==> config.mk <==
export PLATFORM = sky130hd
export DESIGN_NAME = simproc_dbg_ctrl_flat
export DESIGN_NICKNAME = d
export VERILOG_FILES = /design/src/rtl/simproc_dbg_ctrl_if.sv /design/src/rtl/simproc_dbg_ctrl.sv /design/src/flat_wrapper.sv
export SDC_FILE = /design/constraint.sdc
export NUM_CORES = 1
export LEC_CHECK = 0
export ABC_AREA = 1
export CAP_MARGIN = 20
export CORE_UTILIZATION = 60
export CTS_CLUSTER_SIZE = 16
export DETAILED_ROUTE_END_ITERATION = 8
export DONT_BUFFER_PORTS = 1
export MAX_ROUTING_LAYER = met4
export PLACE_DENSITY_LB_ADDON = 0.08
export SYNTH_ARGS = -nofsm -noshare
export SYNTH_HDL_FRONTEND = slang
export SYNTH_SLANG_ARGS = --single-unit
==> constraint.sdc <==
create_clock -name clk -period 2.39 [get_ports clk]
set_input_delay 0.5975 -clock clk [delete_from_list [all_inputs] [get_ports clk]]
set_output_delay 0.5975 -clock clk [all_outputs]
set_load 0.05 [all_outputs]
==> src/rtl/simproc_dbg_ctrl_if.sv <==
// Host command/response channel of the simproc debug controller.
// The host drives commands and accepts responses (master); the controller
// accepts commands and produces one response per command (slave).
interface simproc_dbg_ctrl_if;
   logic       cmd_valid;
   logic       cmd_ready;
   logic [2:0] cmd_op;
   logic [7:0] cmd_data;
   logic       rsp_valid;
   logic       rsp_ready;
   logic [7:0] rsp_data;

   modport master (
      output cmd_valid, cmd_op, cmd_data, rsp_ready,
      input  cmd_ready, rsp_valid, rsp_data
   );

   modport slave (
      input  cmd_valid, cmd_op, cmd_data, rsp_ready,
      output cmd_ready, rsp_valid, rsp_data
   );
endinterface

==> src/rtl/simproc_dbg_ctrl.sv <==
// Host-side debug/load controller for the simproc core.
// Decodes a byte command stream into program load/readback, PC set and
// run/step/halt sequencing, and owns the shared program memory port.
module simproc_dbg_ctrl #(
   parameter logic [7:0] ACK_CODE = 8'h00,
   parameter logic [7:0] ERR_CODE = 8'hEE
) (
   input  logic                      clk,
   input  logic                      rst,
   simproc_dbg_ctrl_if.slave         host,
   input  logic [7:0]                core_mem_addr_i,
   input  logic [7:0]                core_mem_din_i,
   input  logic                      core_mem_we_i,
   output logic [7:0]                mem_addr_o,
   output logic [7:0]                mem_din_o,
   output logic                      mem_we_o,
   input  logic [7:0]                mem_dout_i,
   output logic [7:0]                core_pc_val_o,
   output logic                      core_pc_wr_o,
   output logic                      core_run_o,
   input  logic                      core_halt_i,
   input  logic                      core_done_i,
   output logic                      busy_o
);

   typedef enum logic [1:0] {
      C_IDLE  = 2'd0,
      C_START = 2'd1,
      C_RUN   = 2'd2,
      C_STOP  = 2'd3
   } state_t;

   localparam logic [2:0] OP_NOP      = 3'd0;
   localparam logic [2:0] OP_SET_ADDR = 3'd1;
   localparam logic [2:0] OP_WRITE    = 3'd2;
   localparam logic [2:0] OP_READ     = 3'd3;
   localparam logic [2:0] OP_SET_PC   = 3'd4;
   localparam logic [2:0] OP_RUN      = 3'd5;
   localparam logic [2:0] OP_HALT     = 3'd6;
   localparam logic [2:0] OP_STATUS   = 3'd7;

   state_t     state_q, state_d;
   logic [7:0] addr_ptr_q, addr_ptr_d;
   logic [7:0] remain_q, remain_d;
   logic       limited_q, limited_d;
   logic [7:0] retired_q, retired_d;
   logic       rsp_valid_q, rsp_valid_d;
   logic [7:0] rsp_data_q, rsp_data_d;
   logic       halt_pend_q, halt_pend_d;

   logic       cmd_ready_s;
   logic       accept_s;
   logic       host_own_s;

   // Retired-instruction counter sticks at 0xFF instead of wrapping.
   function automatic logic [7:0] sat_inc(input logic [7:0] v);
      sat_inc = (v == 8'hFF) ? v : (v + 8'd1);
   endfunction

   assign cmd_ready_s    = ((state_q == C_IDLE) || (state_q == C_RUN)) && !rsp_valid_q;
   assign accept_s       = host.cmd_valid && cmd_ready_s;
   assign host_own_s     = (state_q == C_IDLE) && core_halt_i;
   assign host.cmd_ready = cmd_ready_s;
   assign host.rsp_valid = rsp_valid_q;
   assign host.rsp_data  = rsp_data_q;
   assign busy_o         = (state_q != C_IDLE);

   // State and datapath registers; rst returns everything to the idle state.
   always_ff @(posedge clk) begin
      if (rst) begin
         state_q     <= C_IDLE;
         addr_ptr_q  <= 8'h00;
         remain_q    <= 8'h00;
         limited_q   <= 1'b0;
         retired_q   <= 8'h00;
         rsp_valid_q <= 1'b0;
         rsp_data_q  <= 8'h00;
         halt_pend_q <= 1'b0;
      end else begin
         state_q     <= state_d;
         addr_ptr_q  <= addr_ptr_d;
         remain_q    <= remain_d;
         limited_q   <= limited_d;
         retired_q   <= retired_d;
         rsp_valid_q <= rsp_valid_d;
         rsp_data_q  <= rsp_data_d;
         halt_pend_q <= halt_pend_d;
      end
   end

   // Next-state, command decode, memory mux and core control.
   always_comb begin
      state_d       = state_q;
      addr_ptr_d    = addr_ptr_q;
      remain_d      = remain_q;
      limited_d     = limited_q;
      retired_d     = retired_q;
      rsp_data_d    = rsp_data_q;
      halt_pend_d   = halt_pend_q;
      core_pc_val_o = host.cmd_data;
      core_pc_wr_o  = 1'b0;
      core_run_o    = 1'b0;

      // Host only touches memory while the core is parked; otherwise the core owns it.
      if (host_own_s) begin
         mem_addr_o = addr_ptr_q;
         mem_din_o  = host.cmd_data;
         mem_we_o   = 1'b0;
      end else begin
         mem_addr_o = core_mem_addr_i;
         mem_din_o  = core_mem_din_i;
         mem_we_o   = core_mem_we_i;
      end

      if (rsp_valid_q && host.rsp_ready) begin
         rsp_valid_d = 1'b0;
      end else begin
         rsp_valid_d = rsp_valid_q;
      end

      case (state_q)
         C_IDLE: begin
            if (accept_s) begin
               rsp_valid_d = 1'b1;
               rsp_data_d  = ACK_CODE;
               case (host.cmd_op)
                  OP_SET_ADDR: addr_ptr_d = host.cmd_data;
                  OP_WRITE: begin
                     mem_we_o   = host_own_s;
                     addr_ptr_d = addr_ptr_q + 8'd1;
                  end
                  OP_READ: begin
                     rsp_data_d = mem_dout_i;
                     addr_ptr_d = addr_ptr_q + 8'd1;
                  end
                  OP_SET_PC:  core_pc_wr_o = 1'b1;
                  OP_RUN: begin
                     remain_d  = host.cmd_data;
                     limited_d = (host.cmd_data != 8'd0);
                     retired_d = 8'h00;
                     state_d   = C_START;
                  end
                  OP_STATUS:  rsp_data_d = retired_q;
                  default:    rsp_data_d = ACK_CODE;
               endcase
            end else begin
               state_d = C_IDLE;
            end
         end

         C_START: begin
            core_run_o = 1'b1;
            state_d    = C_RUN;
         end

         C_RUN: begin
            // Drop run before the last counted instruction retires so no new fetch starts.
            core_run_o = !(limited_q && (remain_q == 8'd1));
            if (core_done_i) begin
               retired_d = sat_inc(retired_q);
               if (limited_q) begin
                  remain_d = remain_q - 8'd1;
                  if (remain_q == 8'd1) begin
                     state_d = C_STOP;
                  end else begin
                     state_d = C_RUN;
                  end
               end else begin
                  remain_d = remain_q;
               end
            end else begin
               retired_d = retired_q;
            end
            if (accept_s) begin
               rsp_valid_d = (host.cmd_op != OP_HALT);
               case (host.cmd_op)
                  OP_NOP:      rsp_data_d = ACK_CODE;
                  OP_SET_ADDR: begin
                     addr_ptr_d = host.cmd_data;
                     rsp_data_d = ACK_CODE;
                  end
                  OP_STATUS:   rsp_data_d = retired_q;
                  OP_HALT: begin
                     halt_pend_d = 1'b1;
                     state_d     = C_STOP;
                  end
                  default:     rsp_data_d = ERR_CODE;
               endcase
            end else begin
               halt_pend_d = halt_pend_q;
            end
         end

         C_STOP: begin
            if (core_done_i) begin
               retired_d = sat_inc(retired_q);
            end else begin
               retired_d = retired_q;
            end
            if (core_halt_i) begin
               state_d = C_IDLE;
               if (halt_pend_q) begin
                  rsp_valid_d = 1'b1;
                  rsp_data_d  = ACK_CODE;
                  halt_pend_d = 1'b0;
               end else begin
                  halt_pend_d = 1'b0;
               end
            end else begin
               state_d = C_STOP;
            end
         end

         default: state_d = C_IDLE;
      endcase
   end

endmodule

==> src/flat_wrapper.sv <==
// flat-port wrapper written by rule: the top's interface ports become plain ports
module simproc_dbg_ctrl_flat 
#(
   parameter logic [7:0] ACK_CODE = 8'h00,
   parameter logic [7:0] ERR_CODE = 8'hEE
)
  (clk, rst, core_mem_addr_i, core_mem_din_i, core_mem_we_i, mem_addr_o, mem_din_o, mem_we_o, mem_dout_i, core_pc_val_o, core_pc_wr_o, core_run_o, core_halt_i, core_done_i, busy_o, host_cmd_valid, host_cmd_op, host_cmd_data, host_rsp_ready, host_cmd_ready, host_rsp_valid, host_rsp_data);
  simproc_dbg_ctrl_if host_i ();
  input  logic clk;
  input  logic rst;
  input  logic [7:0] core_mem_addr_i;
  input  logic [7:0] core_mem_din_i;
  input  logic core_mem_we_i;
  output logic [7:0] mem_addr_o;
  output logic [7:0] mem_din_o;
  output logic mem_we_o;
  input  logic [7:0] mem_dout_i;
  output logic [7:0] core_pc_val_o;
  output logic core_pc_wr_o;
  output logic core_run_o;
  input  logic core_halt_i;
  input  logic core_done_i;
  output logic busy_o;
  input wire logic [$bits(host_i.cmd_valid)-1:0] host_cmd_valid;
  input wire logic [$bits(host_i.cmd_op)-1:0] host_cmd_op;
  input wire logic [$bits(host_i.cmd_data)-1:0] host_cmd_data;
  input wire logic [$bits(host_i.rsp_ready)-1:0] host_rsp_ready;
  output wire logic [$bits(host_i.cmd_ready)-1:0] host_cmd_ready;
  output wire logic [$bits(host_i.rsp_valid)-1:0] host_rsp_valid;
  output wire logic [$bits(host_i.rsp_data)-1:0] host_rsp_data;
  assign host_i.cmd_valid = host_cmd_valid;
  assign host_i.cmd_op = host_cmd_op;
  assign host_i.cmd_data = host_cmd_data;
  assign host_i.rsp_ready = host_rsp_ready;
  assign host_cmd_ready = host_i.cmd_ready;
  assign host_rsp_valid = host_i.rsp_valid;
  assign host_rsp_data = host_i.rsp_data;
  simproc_dbg_ctrl #(.ACK_CODE(ACK_CODE), .ERR_CODE(ERR_CODE)) u_core (.clk(clk), .rst(rst), .host(host_i), .core_mem_addr_i(core_mem_addr_i), .core_mem_din_i(core_mem_din_i), .core_mem_we_i(core_mem_we_i), .mem_addr_o(mem_addr_o), .mem_din_o(mem_din_o), .mem_we_o(mem_we_o), .mem_dout_i(mem_dout_i), .core_pc_val_o(core_pc_val_o), .core_pc_wr_o(core_pc_wr_o), .core_run_o(core_run_o), .core_halt_i(core_halt_i), .core_done_i(core_done_i), .busy_o(busy_o));
endmodule
# == Word-level counts from Yosys, hierarchy flattened ==
# Cells that the tools add are included.
# Widths: inputs -> output; s select.
# word_totals
regBits,37
input_bits,42
out_inout_bits,38
wordCells,114
# op_classes
addsub,3
n_eq_ne,27
n_mux,51
n_reduce_logical,25
# op_table
cell,count
$mux 8,17
$pmux 8 s2,5
$pmux 8 s3,2
$add 8x1->8 const B,2
$mux 1,16
$reduce_and 5->1,3
$mux 2,7
$ne 2x2->1 const B,7
$eq 3x3->1 const B,4
$ne 2x1->1 const B,5
$ne 3x3->1 const B,3
$eq 8x1->1 const B,1
$eq 8x8->1 const B,1
$pmux 2 s4,1
$reduce_bool 2->1,4
$reduce_bool 8->1,1
$sub 8x1->8 const B,1
$eq 3x2->1 const B,2
$reduce_and 6->1,1
$reduce_or 2->1,3
$logic_and 1x1->1,5
$eq 2x2->1 const B,2
$pmux 1 s2,2
$reduce_and 4->1,1
other kinds (9),10

# == Logic depth before layout (Yosys ltp) ==
# Gate-level depths: netlist (run 1).
# logic_depth
word_depth,7
mapped_depth,12
mapped_depth_nobuf,11

# == Least setup slack after synthesis (run 1) ==
# No wires, ideal clock.
# synth_timing
path_type,register to output
from,reg u_core.state_q[1]
to,out core_pc_wr_o
t_arrival_ps,2679
required_time_ps,1793
setup_slack_ps,-887
path_stages_with_launch,10
n_path_buf,1
cell_sequence,dfxtp_1 inv_1 ha_1 buf_4 inv_4 nand2_8 nand3_4 nor2_4 inv_1 nor4_1
# synth_via
elab_chain_cells,6
elab_cells_between_ends,7
classes_between,eq/ne: 1; mux: 2; reduce/logical: 4
# synth_lines
item,line,text
from (decl),simproc_dbg_ctrl.sv:42,"state_t state_q, state_d;"
from (signal assigned),simproc_dbg_ctrl.sv:80,state_q <= state_d;
$eq 2x2->1 or $logic_not 2->1 (tied branches),"simproc_dbg_ctrl.sv:60, simproc_dbg_ctrl.sv:121",
$logic_or 1x1->1,simproc_dbg_ctrl.sv:60,assign cmd_ready_s = ((state_q == C_IDLE) || (state_q == C_RUN)) && !rsp_valid_q;
$logic_and 1x1->1,simproc_dbg_ctrl.sv:60,
$logic_and 1x1->1,simproc_dbg_ctrl.sv:61,assign accept_s = host.cmd_valid && cmd_ready_s;
$mux 1,simproc_dbg_ctrl.sv:123,if (accept_s) begin
$mux 1 (*),simproc_dbg_ctrl.sv:121,case (state_q)
to (decl),flat_wrapper.sv:19,output logic core_pc_wr_o;
# Every way passes the cells marked *; elsewhere a longest branch is shown, timed or not.

# == Final worst setup path (run 1) ==
# layout_timing
from,reg u_core.state_q[1]
to,out mem_din_o[2]
# layout_via
elab_chain_cells,3
# layout_lines
item,line,text
$logic_not 2->1,simproc_dbg_ctrl.sv:62,assign host_own_s = (state_q == C_IDLE) && core_halt_i;
$logic_and 1x1->1,simproc_dbg_ctrl.sv:62,
$mux 8,simproc_dbg_ctrl.sv:105,if (host_own_s) begin
to (decl),flat_wrapper.sv:15,output logic [7:0] mem_din_o;
# Every way passes these cells.

==> metrics.md, run 1 <==
| Metric | Value |
|---|---|
| Max Root-Sink Buffers | 2 |
| Hold Crit Class | in -> reg |
| N_diodes | 0 |
| Initial antenna violation count | 0 |
| Final Net Count | between 500 and 600 |
| Max Cap Viol | 0 |
| Starting density of the core | 62.4% |
| Required time worst endpoint | 1.79 ns |
| Drt wl/cell | 14.1 um |
| Initial DRC Count | between 200 and 250 |
| Sw Ratio | between 30% and 40% |
| Period utilization | 98.3% |
| Most common cell in the netlist | nand2_1 |
| DIE WIDTH | between 70 and 80 um |
| Core region area | 4750 um2 |
| I/O Pins | 80 |
| DP HPWL | between 5000 and 6000 um |
| Post-Layout Cell Count | around 560 |
| Final Cell Area | 3350 um2 |
| Async S/R FF share, synth | 0% |
| Status | finished clean |
| Slew HR | between 60% and 70% |
| Sequential Power Share | 41.2% |
| Ys flop type | dfxtp_1 |
| Startpoint types | flop |
| LEAKAGE | around 1.5 nW |
| Clock skew | slightly below 0.007 ns |
| Routed vias | approximately 3.1k |
| H-tree depth | 2 |
| Worst-path clk slew | ~0.080 ns |
| Final wirelength | between 7000 and 8000 um |
| Cell variety after synth | 42 |
| Final min period | between 2 and 2.5 ns |
| EDFF count, synth | 0 |
| Min Hold Slack | between 0.3 and 0.4 ns |
| Vias in the first global route | ~2.8k |
| GRT Util Overall | 31.9% |
| Syn. warnings | 0 |
| Combinational power share | about a quarter |
| Util after Layout | roughly 70% |
| Clk root buf | clkbuf_8 |
| Num Clock Sinks | 37 |
| Layout cells sized above 1 | between 10% and 20% |
| WP data arrival | approximately 1.8 ns |
| Hold Violations, Final | 0 |
| Drt pass-1 iters | 5 |
| Internal power | roughly 1.1 mW |
| Syn Nets | 523 |
| Synth top area cells | dfxtp_1 25%, nand2_1 16%, a21oi_1 6.4% |
| Port buffer count | 0 |
| First-pass GRT wire length | 12800 um |
| DIE AREA | 5230 um2 |
| Critical path endpoint category | primary output |
| Pwr dens | ~500 nW/um2 |
| Synth area leader | dfxtp_1 |
| # placed instances | around 550 |
| Peak supply drop | between 0.5 and 0.6 mV |
| Avg Inst Size Synth | 6.28 um2 |
| Yosys top cell area share | 24.9% |
| Most frequent cells after synthesis | 125 x nand2_1, 46 x inv_1, 44 x nor2_1 |
| Final setup violating endpoints | 0 |
| Worst-margin pin slew | a little under 0.6 ns |
| Register area share after synthesis | between 20% and 30% |
| CTS buffer count | 5 |
| Tot Pwr | between 1.5 and 2 mW |
| Pin count of the biggest net entering global routing | 25 |
| Dpl cell area | about 3200 um2 |
| Vias per cell | roughly 5.6 |
| Seq cells post-synth | 37 |
| Drt drc | 0 |
| Post-Synthesis Cells | 473 |
| Clk network pwr share | ~33% |
| Critical path class | reg -> out |
| Post-Synthesis Cell Area | around 3000 um2 |
| Max-slew violations | 0 |
| RSZ-0062 raised after global routing | yes |
| Die Ht | ~72 um |
| Total gr overflow | 0 |
| Crit-path max FO | 24 |
| Fmax | 0.425 GHz |
| Remaining antenna violation count | 0 |
| GP Congestion | between 0.8 and 0.9 |
| Row cnt | 25 |
| CTS tree | done |
| Layout Area Growth over Synthesis | 12.9% |
| Worst skew pair latency | 0.29 ns |
| P_sw | ~600 uW |
[per-layer routing]
layer	global-route usage (%)	vias to the layer above	routed length [um]
li1	-	1580	-
met1	42.8	1402	3400
met2	49.1	140	3660
met3	3.89	15	643
met4	12.0	0	153
met5	-	-	0
[sequential cells by signal, indices dropped and copies added (netlist names)]
register and cells:
u_core.halt_pend_q 1, u_core.limited_q 1, u_core.host.rsp_data 8, u_core.host.rsp_valid 1
u_core.state_q 2, u_core.addr_ptr_q 8, u_core.retired_q 8, u_core.remain_q 8
[through the flow]
stage	setup TNS, ns	setup WS, ns
after global placement	0	0.209
final	0	0.0398
after floorplan	-4.11	-0.348
after global routing	-0.0555	-0.0303
after detailed placement	0	0.0982
after CTS	0	0.0416
[worst max-delay path: stages, from the launching register on]
cell and delay (ns):
dfxtp_4 0.38, inv_4 0.08, ha_4 0.16, nand2_1 0.15, buf_8 0.20, o21ai_0 0.23
buf_4 0.26
[cell families after synthesis]
family / after synthesis / share of synthesized area [%]
xor+xnor: 4 / 1.18
flops: 37 / 24.9
mux: 1 / 0.379
compound gates: 98 / 17.6
simple gates: 248 / 40.5
buf+inv: 77 / 12.1
fa+ha+maj: 8 / 3.37
[cell usage in the layout (no fill, tap or decap), types with 13 or more instances in the layout]
cell and instances:
nand2_1 125, inv_1 44, nor2_1 44, a21oi_1 38, dfxtp_1 36, nand3_1 30
buf_4 29, o21ai_0 25, o21ai_1 22, nor3_1 13
[layout make-up]
cell class | instances | area (um2)
multi-input combinational | 359 | 1910
fill | 420 | 1400
sequential | 37 | 744
timing repair buffer | 32 | 273
inverter | 55 | 226
tap | 67 | 83.8
clock buffer | 5 | 68.8
clock inverter | 3 | 46.3
[timing repair]
item,4_1_cts,5_1_grt
resized for setup,10,2
pin swaps,3,1
hold buffers,0,0
endpoints found under the setup margin,17,6
cloned,0,0
setup buffers,2,2
endpoints found under the hold margin,0,0
[final timing paths]
kind / from / to / slack (ns) / depth (start not counted)
hold / removal: rst / u_core.state_q[1] / 0.36 / 1
hold reg to reg: u_core.halt_pend_q / u_core.halt_pend_q / 0.46 / 2
setup / recovery: u_core.state_q[1] / mem_din_o[2] / 0.04 / 6
setup reg to reg: u_core.state_q[0] / u_core.retired_q[5] / 0.50 / 10
[power by group through the flow]
stage | logic (mW) | clock network [mW] | registers [mW]
2_1_floorplan | 0.369 | 0 | 0.719
3_3_place_gp | 0.420 | 0 | 0.720
3_5_place_dp | 0.426 | 0 | 0.720
4_1_cts | 0.437 | 0.576 | 0.705
5_1_grt | 0.484 | 0.597 | 0.711
6_report | 0.445 | 0.564 | 0.706
Power figures use the tool's default switching activity.
==> run 2, diff against run 1 <==
==> constraint.sdc (replaced) <==
create_clock -name clk -period 3.05 [get_ports clk]
set_input_delay 0.7625 -clock clk [delete_from_list [all_inputs] [get_ports clk]]
set_output_delay 0.7625 -clock clk [all_outputs]
set_load 0.05 [all_outputs]
==> metrics.md, run 2 (synthesized netlist as in run 1, its figures left out) <==
| Metric | Value |
|---|---|
| Status | finished clean |
| Total gr overflow | 0 (unchanged) |
| Remaining antenna violation count | 0 (unchanged) |
| DIE WIDTH | 72.3 um (unchanged) |
| Max Cap Viol | 0 (unchanged) |
| CTS buffer count | 5 (unchanged) |
| Min Hold Slack | 0.467 ns (+0.107 ns) |
| Commonest non-fill, non-tap cell in the layout | nand2_1 |
| Worst-path clk slew | 0.08 ns (about the same) |
| Drt drc | 0 (unchanged) |
| Hold Violations, Final | 0 (unchanged) |
| Max-slew violations | 0 (unchanged) |
| Post_cts resized | 0 (-10) |
| Dpl cell area | 3100 um2 (-2.1%) |
| Slew HR | 62.6% (+1.8 points) |
| Hold-fix buffers, CTS | 0 (unchanged) |
| Peak supply drop | 0.395 mV (-27%) |
| I/O Pins | 80 (unchanged) |
| Final setup violating endpoints | 0 (unchanged) |
| Clock skew | 0.00823 ns (+0.00141 ns) |
| # placed instances | 541 (-0.92%) |
| Vias in the first global route | 2668 (-4.2%) |
| N_diodes | 0 (unchanged) |
| Crit-path max FO | 8 (-67%) |
| Critical path endpoint category | primary output |
| Storage element area | 741 um2 (-0.50%) |
| Worst-margin pin slew | 0.560 ns (-0.0274 ns) |
| Startpoint types | flop |
| Final Cell Area | 3200 um2 (-4.5%) |
| RSZ-0062 raised after global routing | no |
| Area of the multi-input gates | 1880 um2 (-1.6%) |
| Final wirelength | 7510 um (-4.4%) |
| Max Root-Sink Buffers | 2 (unchanged) |
| Num Clock Sinks | 37 (unchanged) |
| Hold Crit Class | reg -> reg |
| Final Net Count | 531 (-1.7%) |
| Pwr dens | 395 nW/um2 (-23%) |
| Post-CTS setup buffer count | 0 (-2) |
| Fmax | 0.345 GHz |
| Starting density of the core | 62.4% (unchanged) |
| H-tree depth | 2 (unchanged) |
| DIE AREA | 5230 um2 (unchanged) |
| Drt wl/cell | 13.7 um (-2.8%) |
| Row cnt | 25 (unchanged) |
| Most frequent cells in the layout | 125 x nand2_1, 46 x inv_1, 44 x nor2_1 |
| Layout Area Growth over Synthesis | 7.80% |
| Core region area | 4750 um2 (unchanged) |
| Period utilization | about 95% |
| DP HPWL | 5600 um (-1.6%) |
| Clk root buf | clkbuf_8 |
| Layout cells sized above 1 | 13.7% (-2.8 points) |
| GRT Util Overall | 29.8% (-2.1 points) |
| GP Congestion | 0.933 (+5.5%) |
| Vias per cell | 5.64 (+0.28%) |
| Routed vias | 3095 (-1.3%) |
| CTS tree | done |
| Final min period | about 2.9 ns |
| Pin count of the biggest net entering global routing | 33 (+32%) |
| Post-Layout Cell Count | 549 (-1.6%) |
| WP data arrival | 2.13 ns (+0.38 ns) |
| Initial DRC Count | 232 (+14%) |
| Initial antenna violation count | 0 (unchanged) |
| Required time worst endpoint | 2.29 ns (+0.50 ns) |
| FILL cells | 455 (+8.3%) |
| Drt pass-1 iters | 5 (unchanged) |
| Port buffer count | 0 (unchanged) |
| Worst skew pair latency | 0.29 ns (about the same) |
| Tot Pwr | 1.27 mW (-26%) |
| LEAKAGE | 1.39 nW (-4.4%) |
| Setup TNS | 0 ns (unchanged) |
| Die Ht | 72.3 um (unchanged) |
| Critical path class | reg -> out |
| First-pass GRT wire length | 12000 um (-6.1%) |
[run 2: final cells by class]
| class | instances | area share [%] |
|---|---|---|
| Tap cell | 67 | 2.62 |
| Inverter | 55 | 7.00 |
| Sequential cell | 37 | 23.1 |
| Clock inverter | 1 | 0.156 |
| Clock buffer | 7 | 3.01 |
| Timing Repair Buffer | 23 | 5.39 |
| Multi-Input combinational cell | 359 | 58.7 |
[run 2: report_power, final]
| group | leakage, nW | total [mW] | switching, mW | internal, mW |
|---|---|---|---|---|
| combinational | 1.03 | 0.330 | 0.230 | 0.0995 |
| sequential | 0.301 | 0.554 | 0.0484 | 0.505 |
| clock | 0.0542 | 0.383 | 0.178 | 0.205 |
| total | 1.39 | 1.27 | 0.457 | 0.809 |
[run 2: metrics by stage]
stage / util (%) / setup WS, ns
final: 67.3 / 0.155
after global routing: 67.3 / 0.0212
after CTS: 67.3 / 0.0159
after detailed placement: 65.1 / 0.348
after global placement: 65.1 / 0.424
after floorplan: - / 0.134
[run 2: worst paths after layout]
path,slack [ns],endpoint,startpoint,cells past startpoint
worst min register to register,0.47,u_core.halt_pend_q,u_core.halt_pend_q,2
worst min-delay path,0.47,u_core.halt_pend_q,u_core.halt_pend_q,2
worst max register to register,0.92,u_core.retired_q[4],u_core.state_q[0],11
worst max-delay path,0.15,core_pc_wr_o,u_core.state_q[1],9
[run 2: per-layer routing]
metal / wire [um] / track usage (%) / vias up
met5: 0 / - / -
met4: 99 / 7.19 / 0
met3: 398 / 5.00 / 12
met2: 3490 / 47.5 / 99
met1: 3530 / 39.4 / 1425
li1: - / - / 1559
[run 2: worst max-delay path, cell delays in order, from the launching register on]
cell and delay (ns):
dfxtp_1 0.36, inv_1 0.14, ha_2 0.34, inv_4 0.15, nand2_8 0.11, nand3_4 0.12, nor2_4 0.18, inv_1 0.07
nor4_2 0.14, buf_4 0.24
